==> config.mk <==
export PLATFORM = sky130hd
export DESIGN_NAME = entropy_conditioner
export DESIGN_NICKNAME = d
export VERILOG_FILES = /design/src/rtl/entropy_conditioner.sv
export SDC_FILE = /design/constraint.sdc
export NUM_CORES = 1
export LEC_CHECK = 0
export BUFFER_PORTS_ARGS = -buffer_cell sky130_fd_sc_hd__buf_2
export CAP_MARGIN = 20
export CORE_MARGIN = 5
export CORE_UTILIZATION = 50
export DETAILED_ROUTE_END_ITERATION = 7
export PLACE_DENSITY = 0.67
export SYNTH_ARGS = -nofsm -noshare
export SYNTH_HDL_FRONTEND = slang
export SYNTH_SLANG_ARGS = --single-unit
==> constraint.sdc <==
create_clock -name clk -period 6.7 [get_ports clk]
set_clock_uncertainty 0.1 [all_clocks]
set_input_delay 0.67 -clock clk [delete_from_list [all_inputs] [get_ports clk]]
set_output_delay 0.67 -clock clk [all_outputs]
set_load 0.05 [all_outputs]
==> src/rtl/entropy_conditioner.sv <==
// Health-tested (RCT + APT), von Neumann debiased entropy front end with a small bit FIFO.
// Optional macro ENTROPY_DEBIAS_BYPASS_EN adds a debias_bypass input that pushes raw bits directly.
module entropy_conditioner #(
    parameter int FIFO_DEPTH = 8,
    parameter int RCT_CUTOFF = 32,
    parameter int APT_WINDOW = 1024,
    parameter int APT_CUTOFF = 840
) (
    input  logic                        clk,
    input  logic                        reset_n,
    input  logic                        en,
    input  logic                        raw_bit,
    input  logic                        raw_valid,
    input  logic                        trng_next,
`ifdef ENTROPY_DEBIAS_BYPASS_EN
    input  logic                        debias_bypass,
`endif
    input  logic                        clear_fail,
    output logic                        trng_bit,
    output logic                        trng_valid,
    output logic                        health_fail,
    output logic [$clog2(FIFO_DEPTH):0] fifo_level
);
    localparam int PW = $clog2(FIFO_DEPTH);
    localparam int LW = PW + 1;
    localparam int RW = $clog2(RCT_CUTOFF) + 1;
    localparam int AW = $clog2(APT_WINDOW) + 1;
    localparam logic [LW-1:0] FULL_LVL = LW'(FIFO_DEPTH);
    localparam logic [RW-1:0] RCT_LIM  = RW'(RCT_CUTOFF);
    localparam logic [AW-1:0] APT_WIN  = AW'(APT_WINDOW);
    localparam logic [AW-1:0] APT_LIM  = AW'(APT_CUTOFF);

    typedef enum logic [1:0] {ST_WARMUP, ST_RUN, ST_FAIL} state_t;

    state_t        state_q, state_d;
    logic [RW-1:0] rct_cnt_q, rct_cnt_d;
    logic          rct_prev_q, rct_prev_d;
    logic [AW-1:0] apt_cnt_q, apt_cnt_d;
    logic [AW-1:0] apt_pos_q, apt_pos_d;
    logic          apt_ref_q, apt_ref_d;
    logic          pair_full_q, pair_full_d;
    logic          pair_first_q, pair_first_d;
    logic [PW-1:0] rd_ptr_q, rd_ptr_d;
    logic [PW-1:0] wr_ptr_q, wr_ptr_d;
    logic [LW-1:0] count_q, count_d;
    logic          trng_bit_q, trng_bit_d;
    logic          trng_valid_q, trng_valid_d;
    logic          health_fail_q, health_fail_d;
    logic          mem_q [FIFO_DEPTH];

    logic push_req, push_bit, pop, wr_en, fail_det, pair_clr, bypass_on;
`ifdef ENTROPY_DEBIAS_BYPASS_EN
    logic bypass_q, bypass_d;
`endif

    always_comb begin
        state_d       = state_q;
        rct_cnt_d     = rct_cnt_q;
        rct_prev_d    = rct_prev_q;
        apt_cnt_d     = apt_cnt_q;
        apt_pos_d     = apt_pos_q;
        apt_ref_d     = apt_ref_q;
        pair_full_d   = pair_full_q;
        pair_first_d  = pair_first_q;
        rd_ptr_d      = rd_ptr_q;
        wr_ptr_d      = wr_ptr_q;
        trng_bit_d    = trng_bit_q;
        trng_valid_d  = 1'b0;
        health_fail_d = health_fail_q;
        push_req      = 1'b0;
        push_bit      = 1'b0;
        pop           = 1'b0;
        fail_det      = 1'b0;
        pair_clr      = 1'b0;
        bypass_on     = 1'b0;
`ifdef ENTROPY_DEBIAS_BYPASS_EN
        bypass_d      = bypass_q;
`endif
        if (en) begin
`ifdef ENTROPY_DEBIAS_BYPASS_EN
            bypass_d  = debias_bypass;
            bypass_on = debias_bypass;
            pair_clr  = (debias_bypass != bypass_q);
            if (pair_clr) pair_full_d = 1'b0;
`endif
            pop = (state_q == ST_RUN) && (count_q != '0) && trng_next;
            if (state_q == ST_FAIL) begin
                if (clear_fail) begin
                    state_d       = ST_WARMUP;
                    health_fail_d = 1'b0;
                    rct_cnt_d     = '0;
                    apt_cnt_d     = '0;
                    apt_pos_d     = '0;
                    pair_full_d   = 1'b0;
                end
            end else if (raw_valid) begin
                // rct_cnt of zero marks "no previous bit" after reset or clear
                if (rct_cnt_q != '0 && raw_bit == rct_prev_q) rct_cnt_d = rct_cnt_q + 1'b1;
                else                                          rct_cnt_d = RW'(1);
                rct_prev_d = raw_bit;
                if (apt_pos_q == '0 || apt_pos_q == APT_WIN) begin
                    apt_ref_d = raw_bit;
                    apt_cnt_d = AW'(1);
                    apt_pos_d = AW'(1);
                end else begin
                    apt_pos_d = apt_pos_q + 1'b1;
                    if (raw_bit == apt_ref_q) apt_cnt_d = apt_cnt_q + 1'b1;
                end
                fail_det = (rct_cnt_d >= RCT_LIM) || (apt_cnt_d >= APT_LIM);
                if (state_q == ST_WARMUP) begin
                    // warm-up spans exactly the first APT window after reset or clear
                    if (!fail_det && apt_pos_d == APT_WIN) begin
                        state_d     = ST_RUN;
                        pair_full_d = 1'b0;
                    end
                end else if (bypass_on) begin
                    push_req    = 1'b1;
                    push_bit    = raw_bit;
                    pair_full_d = 1'b0;
                end else if (pair_full_q && !pair_clr) begin
                    pair_full_d = 1'b0;
                    if (pair_first_q != raw_bit) begin
                        push_req = 1'b1;
                        push_bit = pair_first_q;
                    end
                end else begin
                    pair_full_d  = 1'b1;
                    pair_first_d = raw_bit;
                end
            end
        end
        if (pop) begin
            trng_bit_d   = mem_q[rd_ptr_q];
            trng_valid_d = 1'b1;
            rd_ptr_d     = rd_ptr_q + 1'b1;
        end
        wr_en = push_req && ((count_q != FULL_LVL) || pop);
        if (wr_en) wr_ptr_d = wr_ptr_q + 1'b1;
        count_d = count_q + LW'(wr_en) - LW'(pop);
        // a pop in the failing cycle still delivers; the flush lands with FAIL
        if (fail_det) begin
            state_d       = ST_FAIL;
            health_fail_d = 1'b1;
            count_d       = '0;
            rd_ptr_d      = '0;
            wr_ptr_d      = '0;
            pair_full_d   = 1'b0;
        end
    end

    always_ff @(posedge clk or negedge reset_n) begin
        if (!reset_n) begin
            state_q       <= ST_WARMUP;
            rct_cnt_q     <= '0;
            rct_prev_q    <= 1'b0;
            apt_cnt_q     <= '0;
            apt_pos_q     <= '0;
            apt_ref_q     <= 1'b0;
            pair_full_q   <= 1'b0;
            pair_first_q  <= 1'b0;
            rd_ptr_q      <= '0;
            wr_ptr_q      <= '0;
            count_q       <= '0;
            trng_bit_q    <= 1'b0;
            trng_valid_q  <= 1'b0;
            health_fail_q <= 1'b0;
`ifdef ENTROPY_DEBIAS_BYPASS_EN
            bypass_q      <= 1'b0;
`endif
        end else begin
            state_q       <= state_d;
            rct_cnt_q     <= rct_cnt_d;
            rct_prev_q    <= rct_prev_d;
            apt_cnt_q     <= apt_cnt_d;
            apt_pos_q     <= apt_pos_d;
            apt_ref_q     <= apt_ref_d;
            pair_full_q   <= pair_full_d;
            pair_first_q  <= pair_first_d;
            rd_ptr_q      <= rd_ptr_d;
            wr_ptr_q      <= wr_ptr_d;
            count_q       <= count_d;
            trng_bit_q    <= trng_bit_d;
            trng_valid_q  <= trng_valid_d;
            health_fail_q <= health_fail_d;
`ifdef ENTROPY_DEBIAS_BYPASS_EN
            bypass_q      <= bypass_d;
`endif
        end
    end

    always_ff @(posedge clk) begin
        if (wr_en) mem_q[wr_ptr_q] <= push_bit;
    end

    assign trng_bit    = trng_bit_q;
    assign trng_valid  = trng_valid_q;
    assign health_fail = health_fail_q;
    assign fifo_level  = count_q;
endmodule

# --- After elaboration in Yosys (flattened, before gate mapping) ---
# Memory sizes are Yosys's and may differ from the RTL's. A register that Yosys moved wholly into a read port is not among the register bits.
# Cells that the tools add are included.
op_classes:
  n_reduce_logical: 30
  n_shift: 0
  div: 0
  n_bitwise: 3
  muxes: 63
  order_cmp: 2
  addsub: 7
  eq_ne: 11
  multipliers: 0
ops:
  columns: ["op", "count"]
  rows:
  - ["two-way mux 11 bit", 14]
  - ["two-way mux 6 bit", 7]
  - ["two-way mux 1 bit", 30]
  - ["adder 11 x 1 -> 11 bit, second input constant", 2]
  - ["== test 11 bit, second input constant", 2]
  - ["two-way mux 2 bit", 7]
  - ["two-way mux 3 bit", 4]
  - ["nonzero test 2 bit", 6]
  - [">= comparator 11 x 10 -> 1 bit, second input constant", 1]
  - ["logical NOT 11 bit", 1]
  - ["AND reduction 5 bit", 2]
  - ["AND reduction 3 bit", 3]
  - ["nonzero test 3 bit", 3]
  - ["AND reduction 4 bit", 2]
  - ["adder 3 x 1 -> 3 bit, second input constant", 2]
  - ["adder 6 x 1 -> 6 bit, second input constant", 1]
  - [">= comparator 6 bit, second input constant", 1]
  - ["nonzero test 6 bit", 1]
  - ["logical AND 1 bit", 5]
  - ["adder 4 x 1 -> 4 bit", 1]
  - ["two-way mux 4 bit", 1]
  - ["!= test 4 x 3 -> 1 bit, second input constant", 1]
  - ["!= test 4 bit, second input constant", 1]
  - ["nonzero test 4 bit", 1]
  - ["other kinds (11)", 17]
word_totals:
  ram_bits: 8
  memories: 1
  in_bits: 7
  output_inout_bits: 7
  reg_bits: 46
  romBits: 0
  latch_bits: 0
memory_table:
  columns: ["memory", "words", "word_bits", "rd", "rd_clocked_by_memory_dff", "write_ports", "line_no", "source"]
  rows:
  - ["mem_q", 8, 1, 1, 1, 1, "49", "logic mem_q [FIFO_DEPTH];"]

# --- Longest topological paths before layout ---
# Gate-level depths: netlist (run 1).
logic_depth:
  ltp_word: 16
  depth_mapped: 10
  ltp_nobuf: 10

# --- Worst setup path before layout (run 1) ---
# No wires, ideal clock.
synth_path:
  path_type: "reg2reg"
  startpoint: "register count_q[2] (netlist: fifo_level[2])"
  endpoint: "register count_q[1] (netlist: fifo_level[1])"
  n_path_buf: 0
  stages_incl_launch_ff: 10
  arrival_time_ns: 2.539
  slack_ns: 3.941
  required_ns: 6.480
  cell_sequence: "dfrtp_1 > inv_1 > ha_1 > a21oi_1 > o21ai_0 > o21ai_0 > ha_1 > fa_1 > inv_1 > nor2_1"
synth_between:
  elab_chain_cells: 9
  elab_cells_between_ends: 10
synth_lines:
  columns: ["item", "line_no", "source"]
  rows:
  - ["start, declared", "45", "logic [LW-1:0] count_q, count_d;"]
  - ["start signal, assigned", "181", "count_q <= count_d;"]
  - ["nonzero test 4 bit *", "86", "pop = (state_q == ST_RUN) && (count_q != '0) && trng_next;"]
  - ["logical AND 1 bit * (2 in a row)", "86", null]
  - ["two-way mux 1 bit *", "79", "if (en) begin"]
  - ["net pop", "51", "logic push_req, push_bit, pop, wr_en, fail_det, pair_clr, bypass_on;"]
  - ["logical OR 1 bit", "137", "wr_en = push_req && ((count_q != FULL_LVL) || pop);"]
  - ["logical AND 1 bit", "137", null]
  - ["adder 4 x 1 -> 4 bit", "139", "count_d = count_q + LW'(wr_en) - LW'(pop);"]
  - ["subtractor 4 x 1 -> 4 bit *", "139", null]
  - ["two-way mux 4 bit *", "141", "if (fail_det) begin"]
  - ["net count_d[1]", "45", null]
# The timed path passes the listed nets; every way through them passes the cells marked *.
# A chain may end at the register's enable or synchronous reset.

# --- Final worst setup path (run 1) ---
layout_path:
  startpoint: "register apt_pos_q[0]"
  endpoint: "register pair_full_q"
layout_between:
  elab_chain_cells: 13
  elab_cells_between_ends: 26
layout_lines:
  columns: ["item", "line_no", "source"]
  rows:
  - ["start, declared", "39", "logic [AW-1:0] apt_pos_q, apt_pos_d;"]
  - ["start signal, assigned", "175", "apt_pos_q <= apt_pos_d;"]
  - ["== test 11 bit / logical NOT 11 bit (equally long branches)", "101", "if (apt_pos_q == '0 || apt_pos_q == APT_WIN) begin"]
  - ["logical OR 1 bit", "101", null]
  - ["two-way mux 11 bit", "101", null]
  - ["two-way mux 11 bit", "96", "end else if (raw_valid) begin"]
  - ["two-way mux 11 bit", "87", "if (state_q == ST_FAIL) begin"]
  - ["two-way mux 11 bit", "79", null]
  - [">= comparator 11 x 10 -> 1 bit", "109", "fail_det = (rct_cnt_d >= RCT_LIM) || (apt_cnt_d >= APT_LIM);"]
  - ["logical OR 1 bit", "109", null]
  - ["two-way mux 1 bit", "96", null]
  - ["two-way mux 1 bit", "87", null]
  - ["two-way mux 1 bit", "79", null]
  - ["!= test 4 x 3 -> 1 bit (no line) (tied with other cells)", null, null]
  - ["AND reduction 4 bit (no line)", null, null]
  - ["end signal, assigned", "177", "pair_full_q <= pair_full_d;"]
  - ["end, declared", "41", "logic pair_full_q, pair_full_d;"]
# Several ways; a longest one is shown, not always the timed one. The select of a mux whose other input is x is not followed.

==> results of run 1 <==
-- layer usage --
| metal | track usage, % | vias up |
|---|---|---|
| li1 | - | 1242 |
| met1 | 24.5 | 1194 |
| met2 | 26.0 | 38 |
| met3 | 3.26 | 9 |
| met4 | 5.46 | 0 |
| met5 | 0 | - |
-- cell usage after synthesis (2+ instances only) --
master      n
nand3_1    13
a211oi_1    2
nor2_1     36
a21oi_1    12
a32o_1      2
mux2i_1     3
nor3_1      6
o21ai_0    48
nand4_1    10
and3_1      7
nor3b_1     2
nand2_1    30
dfrtp_1    47
o31ai_1     5
nor2b_1     2
or3_1       4
o41ai_1     4
o2bb2ai_1   2
a21o_1      4
xnor2_1    10
buf_2       3
mux4_2      2
o22ai_1     2
xor2_1      7
clkbuf_1   11
inv_1      17
ha_1       13
nor4_1      2
a31oi_1     2
nand2b_1    6
edfxtp_1    8
-- how the worst max path moves through the flow --
stage	start	end	slack (ns)	depth (start not counted)
2_1_floorplan	fifo_level[2]	fifo_level[1]	3.94	9
5_1_grt	apt_pos_q[0]	pair_full_q	3.51	8
3_5_place_dp	en	fifo_level[1]	3.68	9
3_3_place_gp	raw_bit	pair_full_q	3.75	8
6_report	apt_pos_q[0]	pair_full_q	3.78	8
4_1_cts	apt_pos_q[0]	pair_full_q	3.76	8
-- power groups by stage --
stage	Combinational (W)	Sequential, W	Clock [W]
after floorplan	0.000231	0.000498	0
after global placement	0.000347	0.000457	0
after detailed placement	0.000355	0.000460	0
after CTS	0.000357	0.000453	0.000198
after global routing	0.000406	0.000465	0.000209
final	0.000355	0.000451	0.000194
-- through the flow --
stage / cells / worst slack (ns) / utilization, %
finish: 427 / 3.78 / 54.0
global route: 427 / 3.51 / 54.0
CTS: 426 / 3.76 / 53.6
detailed placement: 418 / 3.68 / 52.2
global placement: 418 / 3.75 / 52.2
floorplan: 344 / 3.94 / -
-- worst register-to-register path: cells and delay by family (launching register included) --
kind | cells | cell delay (ns)
AOI/OAI and AO/OA | 3 | 0.91
buffers and inverters | 1 | 0.12
adders and majority gates | 1 | 0.16
DFF | 1 | 0.42
and+or+nand+nor | 3 | 1.16
-- cell type report --
| cell class | count | area [sq um] |
|---|---|---|
| Sequential cell | 55 | 1420 |
| Multi-Input combinational cell | 256 | 1630 |
| Inverter | 17 | 63.8 |
| Clock inverter | 3 | 22.5 |
| Tap cell | 77 | 96.3 |
| Clock buffer | 5 | 68.8 |
| Timing Repair Buffer | 14 | 85.1 |
| Fill cell | 581 | 2890 |
-- kinds of logic (layout without fill, tap and decap cells) --
kind of cell             count (synthesis)  in the layout  synth area share (%)
adder cells (fa/ha/maj)                 14             14                  5.73
AND/OR/NAND/NOR                        129            129                  20.7
XOR/XNOR                                18             18                  5.18
flip-flops                              55             55                  44.4
AO/OA/AOI/OAI                           90             90                  17.3
multiplexers                             5              5                  2.35
buffers and inverters                   33             39                  4.35
-- registers in the layout (all words and copies together), names as in the netlist --
signal and cells:
apt_pos_q 11, trng_bit 1, apt_cnt_q 11, rct_prev_q 1, wr_ptr_q 3, fifo_level 4
health_fail 1, trng_valid 1, rct_cnt_q 6, mem_q 8, rd_ptr_q 3, pair_full_q 1
state_q 2, pair_first_q 1, apt_ref_q 1
==> results.md, run 1 <==
- Status: finished clean
- Most frequent cells in the layout: o21ai_0 (48), dfrtp_1 (47), nor2_1 (36)
- Number of setup buffers added after CTS: 0
- Wire per inst: about 15 um
- FF+latch count, synth: 55
- Post-route design area: 3390 sq um
- Asr flop ratio synth: a little under nine tenths
- Total number of vias: 2,483
- Worst reg2reg path endpoint: pair_full_q
- Critical path type: flop to flop
- Critical path required time: just under 7 ns
- CTS root buf: clkbuf_8
- Post-CTS Hold Fix Bufs: 0
- Hold Violations, Final: 0
- GRT Residual Overflow: 0
- Final setup TNS: 0 ns
- Clock transition at path regs: 0.11 ns
- Fin nets: 370
- Post-synth EDFFs: 8
- Final hold slack: 0.158 ns
- Arrival time at the worst endpoint: just over 3 ns
- LEAKAGE: ~1.4 nW
- PortBufs: 13
- Logic gate share of total power: 35.5%
- Met2 routed WL: ~2900 um
- Total die area: 8080 sq um
- Met3 WL post-DR: between 200 and 250 um
- Total power per unit cell area: 295 nW/um^2
- Synthesized netlist net count: approximately 370
- Commonest non-fill, non-tap cell in the layout: o21ai_0
- Final setup fails: 0
- M1 WL: 3270 um
- Antenna Nets Post-Route: 0
- Drt drc: 0
- Worst r2r src: apt_pos_q[0]
- Syn avg cell area: approximately 9 sq um
- Largest net degree at the start of global routing: 48
- DRT iter0 DRCs: between 100 and 150
- Initial antenna violation count: 0
- Total Routing Usage GR: ~17%
- Core ar.: 6280 sq um
- Top achievable clock speed: around 340 MHz
- ANT cells: 0
- Syn. warnings: 0
- CTS tree: done
- CTS H-Tree Depth: 2
- Chip height: between 80 and 90 um
- Crit-path leading delay family: simple AND/OR/NAND/NOR gates
- Max Cap Violations: 0
- Cell taking the most area after synthesis: dfrtp_1
- Unrepaired setup endpoints after global routing: false
- Crit path cell chain: inv_1 > ha_1 > or4b_4 > nor4_4 > nor2_1 > a32o_2 > o41ai_2 > o2bb2ai_1
- Period minus WS final: about 3 ns
- CTS sink cnt: 55
- Detailed placement HPWL: roughly 4600 um
- Crit-path max cell delay: about 0.48 ns
- Synth-to-Final Area Change: 6.20%
- Distinct cells, synth: between 50 and 60
- I/O pins: 14
- Mapped Cells: between 300 and 400
- Reg2Reg Setup Slack: 3.78 ns
- Setup crit start kind: flop
- Switching power share of the total: about 40%
- FF-to-FF path depth: 8
- Period utilisation layout: 43.6%
- Cts bufs inserted: 5
- DP Area: 3280 sq um
- Share of layout cells above drive strength 1: just over 9%
- Hold Crit Class: input pin to async pin
- Pre-antenna DRT Iters: 4
- Post-CTS Resized: 0
- Slew @ Worst Pin: between 1 and 1.5 ns
- Worst-Skew Late Latency: 0.31 ns
- Die X: ~90 um
- Slowest-stage cell, CP: or4b_4
- Top layer in use: met4
- Peak VDD IR: between 0.0002 and 0.00025 V
- Initial Util: 50.8%
- Cell-internal power: around 0.00060 W
- CP bufs+invs: 1
- Global-route wire length before repair: 11,700 um
- Top post-synthesis cells by area: dfrtp_1 (37%), o21ai_0 (7.5%), edfxtp_1 (7.5%)
- Clock power share: 19.4%
- Switching power: between 0.0003 and 0.0004 W
- CTS Buffer Depth: 2
- FP Rows: 29
- Crit-path max FO: 15
- Vias in the first global route: around 2,500
- CP endpoint kind: flop
- Synth Cell Area: approximately 3200 sq um
- Vias/cell: a little under 6
- Max Slew Vio Count: 0
- Final wirelength: approximately 6500 um
- Max_slew headroom: about 31%
- Top cell type's share of synthesized area: between 30 and 40%
- Reg power frac: 45.1%
- Placer Congestion: a little under 0.8
- Synth Flop Type: dfrtp_1
- Power Total: approximately 0.001 W
- Register area share after synthesis: between 40% and 50%
Note: power is estimated with default switching activity, not from simulation.
==> run 2, diff against run 1 <==
clock period = 2.87 ns   (was 6.7 ns; I/O delays follow)
==> results.md, run 2 (synthesized netlist as in run 1, its figures left out) <==
- Status: finished clean
- FF-to-FF path depth: 8 (unchanged)
- Non-Filler Instances: 443 (+3.7%)
- Setup crit start kind: flop
- CTS tree: done
- Max Slew Vio Count: 0 (unchanged)
- Worst reg2reg path endpoint: pair_full_q
- Final setup fails: 0 (unchanged)
- Initial Util: 50.8% (unchanged)
- Crit-path max FO: 8 (-7)
- Met1 Usage GRT: 25.6% (+1.1 points)
- Total power per unit cell area: 699 nW/um^2 (+140%)
- Total Routing Usage GR: 17.2% (+0.17 points)
- Antenna Nets Post-Route: 0 (unchanged)
- Power Total: 0.00247 W (+150%)
- Final setup TNS: 0 ns (unchanged)
- Period minus WS final: 2.73 ns (-0.191 ns)
- CTS root buf: clkbuf_8
- Detailed placement HPWL: 5000 um (+9.8%)
- GRT Residual Overflow: 0 (unchanged)
- Hold depth: 3
- Number of setup buffers added after CTS: 0 (unchanged)
- FP Rows: 29 (unchanged)
- GR Util met3: 2.92% (-0.33 points)
- Vias/cell: 5.73 (-1.5%)
- Crit path cell chain: inv_1 > ha_1 > or4b_4 > nor4_4 > o41ai_1 > a32o_2 > o41ai_2 > o2bb2ai_1
- WHS Endpoint: health_fail
- Total number of vias: 2,537 (+2.2%)
- CTS sink cnt: 55 (unchanged)
- CP bufs+invs: 1 (unchanged)
- Global-route wire length before repair: 11,800 um (+1.2%)
- Multi-input gate area: 1640 sq um (+0.15%)
- Synth-to-Final Area Change: 10.7%
- I/O pins: 14 (unchanged)
- Arrival time at the worst endpoint: 2.87 ns (-0.20 ns)
- Cts bufs inserted: 5 (unchanged)
- Chip height: 89.9 um (unchanged)
- Hold Violations, Final: 0 (unchanged)
- Unrepaired setup endpoints after global routing: false
- Worst-Skew Late Latency: 0.31 ns (about the same)
- Crit-path max cell delay: 0.48 ns (about the same)
- Drt drc: 0 (unchanged)
- Placer Congestion: 0.823 (+4.4%)
- Slowest-stage cell, CP: or4b_4
- CTS Buffer Depth: 2 (unchanged)
- Share of layout cells above drive strength 1: 13.1% (+4.0 points)
- Most frequent cells in the layout: o21ai_0 (48), dfrtp_1 (47), nor2_1 (36)
- Register area: 1420 sq um (unchanged)
- Wire per inst: 15.4 um (+1.8%)
- Final worst slack: 0.142 ns (-3.64 ns)
- Clock transition at path regs: 0.10 ns (about the same)
- CP endpoint kind: flop
- LEAKAGE: 1.51 nW (+6.5%)
- Critical path required time: 3.01 ns (-3.84 ns)
- Setup slack at placement: 0.166 ns (-3.52 ns)
- Top achievable clock speed: 367 MHz (+7.0%)
- Peak VDD IR: 0.000603 V (+150%)
- Grt met2 use: 26.2% (+0.18 points)
- Dpl cells: 434 (+3.8%)
- ANT cells: 0 (unchanged)
- Crit-path leading delay family: compound AO/OA/AOI/OAI gates
- Final hold slack: 0.193 ns (+0.0344 ns)
- Largest net degree at the start of global routing: 29 (-40%)
- Die X: 89.9 um (unchanged)
- Reg2Reg Setup Slack: 0.14 ns (-3.64 ns)
- Hold_sp: clear_fail
- Top flop regs: apt_cnt_q: 11 flops, apt_pos_q: 11 flops, mem_q: 8 flops
- PortBufs: 13 (unchanged)
- Fin nets: 386 (+4.3%)
- Commonest non-fill, non-tap cell in the layout: o21ai_0
- Final wirelength: 6840 um (+5.6%)
- Hold Crit Class: input pin to flop
- Max_slew headroom: 56.7% (+26 points)
- Core ar.: 6280 sq um (unchanged)
- Slew @ Worst Pin: 0.646 ns (-0.389 ns)
- Period utilisation layout: 95.0% (+51 points)
- Max Cap Violations: 0 (unchanged)
- Initial antenna violation count: 0 (unchanged)
- Critical path type: flop to flop
- Total die area: 8080 sq um (unchanged)
- GRT busiest layer: met2
- Worst r2r src: apt_pos_q[0]
- Pre-antenna DRT Iters: 4 (unchanged)
- DRT iter0 DRCs: 163 (+15%)
- Vias in the first global route: 2,442 (-2.1%)
- FILL cells: 559 (-3.8%)
- CTS H-Tree Depth: 2 (unchanged)
==> run 2: changes by cell type in the layout (fill, tap and decap cells not counted) <==
cell | previous run | this run
buf_12 | 1 | 0
buf_4 | 0 | 16
bufinv_16 | 0 | 1
clkbuf_8 | 5 | 6
clkinvlp_4 | 1 | 0
dlygate4sd3_1 | 0 | 1
inv_4 | 1 | 0
nand2_1 | 30 | 29
nand2_2 | 0 | 1
==> run 2: timing repair <==
| action | CTS | global route |
|---|---|---|
| setup endpoints to repair | 0 | 1 |
| hold endpoints to repair | 19 | 0 |
| gates resized for setup | 0 | 1 |
| hold buffers | 1 | 0 |
==> run 2: layout make-up <==
type / count / area share (%)
Multi-Input combinational cell: 256 / 46.4
Inverter: 17 / 1.81
Tap cell: 77 / 2.73
Clock inverter: 2 / 1.10
Timing Repair Buffer: 30 / 5.53
Clock buffer: 6 / 2.34
Sequential cell: 55 / 40.1
==> run 2: per-layer routing <==
layer	wire, um	share of wire [%]
met5	0	0
met4	59	0.86
met3	243	3.6
met2	3080	45
met1	3450	51
==> run 2: stage by stage <==
stage	util [%]	instance area [sq um]
floorplan	-	3190
global placement	54.1	3400
detailed placement	54.1	3400
CTS	56.2	3530
global route	56.2	3530
finish	56.2	3530
==> run 2: worst max-delay path by stage <==
stage	startpoint	to	slack (ns)	depth (start not counted)
2_1_floorplan	fifo_level[2]	fifo_level[1]	0.11	9
3_3_place_gp	apt_pos_q[0]	pair_full_q	0.29	8
3_5_place_dp	apt_pos_q[0]	apt_pos_q[3]	0.17	8
4_1_cts	apt_pos_q[0]	apt_pos_q[3]	0.15	8
5_1_grt	apt_pos_q[1]	pair_full_q	0.03	8
6_report	apt_pos_q[0]	pair_full_q	0.14	8
==> run 2: power by group <==
part           total (W)  internal [W]  switching (W)
combinational   0.000874      0.000339       0.000535
sequential       0.00104      0.000915       0.000128
clock           0.000551      0.000287       0.000264
==> run 2: tightest hold or removal path, stage by stage <==
cell and delay [ns]:
buf_2 0.11, nand3_1 0.07, a21o_1 0.10
==> run 3, diff against run 2 <==
CORE_MARGIN = 2   (was 5)
CORE_UTILIZATION = 40   (was 50)
PLACE_DENSITY = default   (was 0.67)
==> results.md, run 3 (synthesized netlist as in run 1, its figures left out) <==
- GRT Residual Overflow: 0 (unchanged)
- Max Cap Violations: 0 (unchanged)
- Largest net degree at the start of global routing: 28 (-3.4%)
- Critical path type: flop to flop
- Multi-input gate area: 1630 sq um (-0.15%)
- Core ar.: 7730 sq um (+23%)
- Cell-internal power: 0.00143 W (-7.5%)
- Most frequent cells in the layout: o21ai_0 (48), dfrtp_1 (47), nor2_1 (36)
- CTS tree: done
- Initial Util: 41.3% (-9.5 points)
- Commonest non-fill, non-tap cell in the layout: o21ai_0
- DRT iter0 DRCs: 236 (+45%)
- Fin util: 45.3% (-11 points)
- Max_slew headroom: 65.3% (+8.6 points)
- FF-to-FF path depth: 8 (unchanged)
- CP endpoint kind: flop
- Total Routing Usage GR: 17.6% (+0.32 points)
- Wire per inst: 15.0 um (-2.8%)
- Synth-to-Final Area Change: 9.85%
- Slowest-stage cell, CP: or4b_4
- LEAKAGE: 1.47 nW (-2.4%)
- Arrival time at the worst endpoint: 2.84 ns (-0.03 ns)
- Max Slew Vio Count: 0 (unchanged)
- Final setup TNS: 0 ns (unchanged)
- FILL cells: 754 (+35%)
- Placer Congestion: 0.836 (+1.7%)
- Detailed placement HPWL: 5020 um (+0.38%)
- Cts bufs inserted: 5 (unchanged)
- Clock transition at path regs: 0.11 ns (about the same)
- Pre-antenna DRT Iters: 4 (unchanged)
- Total power per unit cell area: 674 nW/um^2 (-3.6%)
- Final setup fails: 0 (unchanged)
- Top flop regs: apt_cnt_q: 11 flops, apt_pos_q: 11 flops, mem_q: 8 flops
- Initial antenna violation count: 0 (unchanged)
- Hold Crit Class: input pin to flop
- Worst-Skew Late Latency: 0.31 ns (about the same)
- Logic gate share of total power: 36.8% (+1.4 points)
- Switching power share of the total: 39.6% (+2.1 points)
- Clock power share: 18.9% (-3.4 points)
- Post-route design area: 3500 sq um (-0.74%)
- Number of setup buffers added after CTS: 0 (unchanged)
- CTS Buffer Depth: 2 (unchanged)
- Crit path cell chain: inv_1 > ha_1 > or4b_4 > nor4_4 > o41ai_1 > a32o_2 > o41ai_2 > o2bb2ai_1
- Switching power: 0.000936 W (+1.0%)
- Crit-path max FO: 8 (unchanged)
- Status: finished clean
- Reg power frac: 44.4% (+2.1 points)
- Share of layout cells above drive strength 1: 11.8% (-1.3 points)
- Die X: 93.3 um (+3.8%)
- Critical path required time: 3.01 ns (about the same)
- Setup crit start kind: flop
- Post-CTS Hold Fix Bufs: 1 (unchanged)
- Slew @ Worst Pin: 0.520 ns (-0.126 ns)
- Antenna Nets Post-Route: 0 (unchanged)
- Vias/cell: 5.53 (-3.4%)
- Post-CTS Resized: 0 (unchanged)
- CTS H-Tree Depth: 2 (unchanged)
- Register area: 1420 sq um (unchanged)
- CTS sink cnt: 55 (unchanged)
- Period minus WS final: 2.70 ns (-0.0306 ns)
- Total die area: 8700 sq um (+7.8%)
- Hold Violations, Final: 0 (unchanged)
- Peak VDD IR: 0.000379 V (-37%)
- Total number of vias: 2,572 (+1.4%)
- FP Rows: 32 (+10%)
- Final wirelength: 6980 um (+2.1%)
- Vias in the first global route: 2,479 (+1.5%)
- Hold depth: 3 (unchanged)
- Chip height: 93.3 um (+3.8%)
- Period utilisation layout: 94.0% (-1.1 points)
- PortBufs: 13 (unchanged)
- Crit-path max cell delay: 0.47 ns (about the same)
- Unrepaired setup endpoints after global routing: false
- Top achievable clock speed: 371 MHz (+1.1%)
- Fin nets: 383 (-0.78%)
- Drt drc: 0 (unchanged)
- Global-route wire length before repair: 12,000 um (+1.8%)
- ANT cells: 0 (unchanged)
- DP Area: 3400 sq um (+0.26%)
- I/O pins: 14 (unchanged)
- CTS root buf: clkbuf_8
## run 3: metrics by stage
| stage | cells | setup slack (ns) | hold WS [ns] | power (W) |
|---|---|---|---|---|
| 2_1_floorplan | 344 | 0.111 | -0.109 | 0.00170 |
| 3_5_place_dp | 456 | 0.194 | 0.199 | 0.00194 |
| 6_report | 465 | 0.173 | 0.191 | 0.00236 |
| 4_1_cts | 465 | 0.170 | 0.193 | 0.00238 |
| 3_3_place_gp | 456 | 0.361 | 0.197 | 0.00192 |
| 5_1_grt | 465 | 0.0263 | 0.208 | 0.00252 |
## run 3: worst paths after layout
check,endpoint,startpoint,slack (ns)
setup / recovery,pair_full_q,apt_pos_q[0],0.17
hold / removal,health_fail,clear_fail,0.19
setup reg to reg,pair_full_q,apt_pos_q[0],0.17
hold reg to reg,rct_cnt_q[5],rct_cnt_q[5],0.40
max in group asynchronous,pair_first_q,reset_n,1.54
min in group asynchronous,apt_cnt_q[9],reset_n,0.38
## run 3: worst max-delay path: cells and delay by family (launching register included)
kind	cells	cell delay (ns)
AOI/OAI and AO/OA	4	0.99
and+or+nand+nor	2	0.84
DFF	1	0.41
buffers and inverters	1	0.12
adders and majority gates	1	0.15
## run 3: final cells by class
class                   count  share of cell area [%]
clock buffers               5                    1.96
repair buffers             27                    4.93
inverters                  17                    1.82
well taps                 102                    3.64
flip-flops and latches     55                    40.4
clock inverters             3                   0.571
multi-input cells         256                    46.6
## run 3: power by group through the flow
stage / registers (W) / logic, W / clock network, W
finish: 0.00105 / 0.000868 / 0.000446
global route: 0.00108 / 0.000966 / 0.000481
CTS: 0.00105 / 0.000876 / 0.000457
detailed placement: 0.00107 / 0.000868 / 0
global placement: 0.00106 / 0.000861 / 0
floorplan: 0.00116 / 0.000540 / 0
## run 3: layer usage
layer	vias up	track usage (%)	wire, um
met5	-	0	0
met4	0	5.02	89
met3	10	2.98	201
met2	46	29.1	3420
met1	1249	23.7	3270
li1	1267	-	-
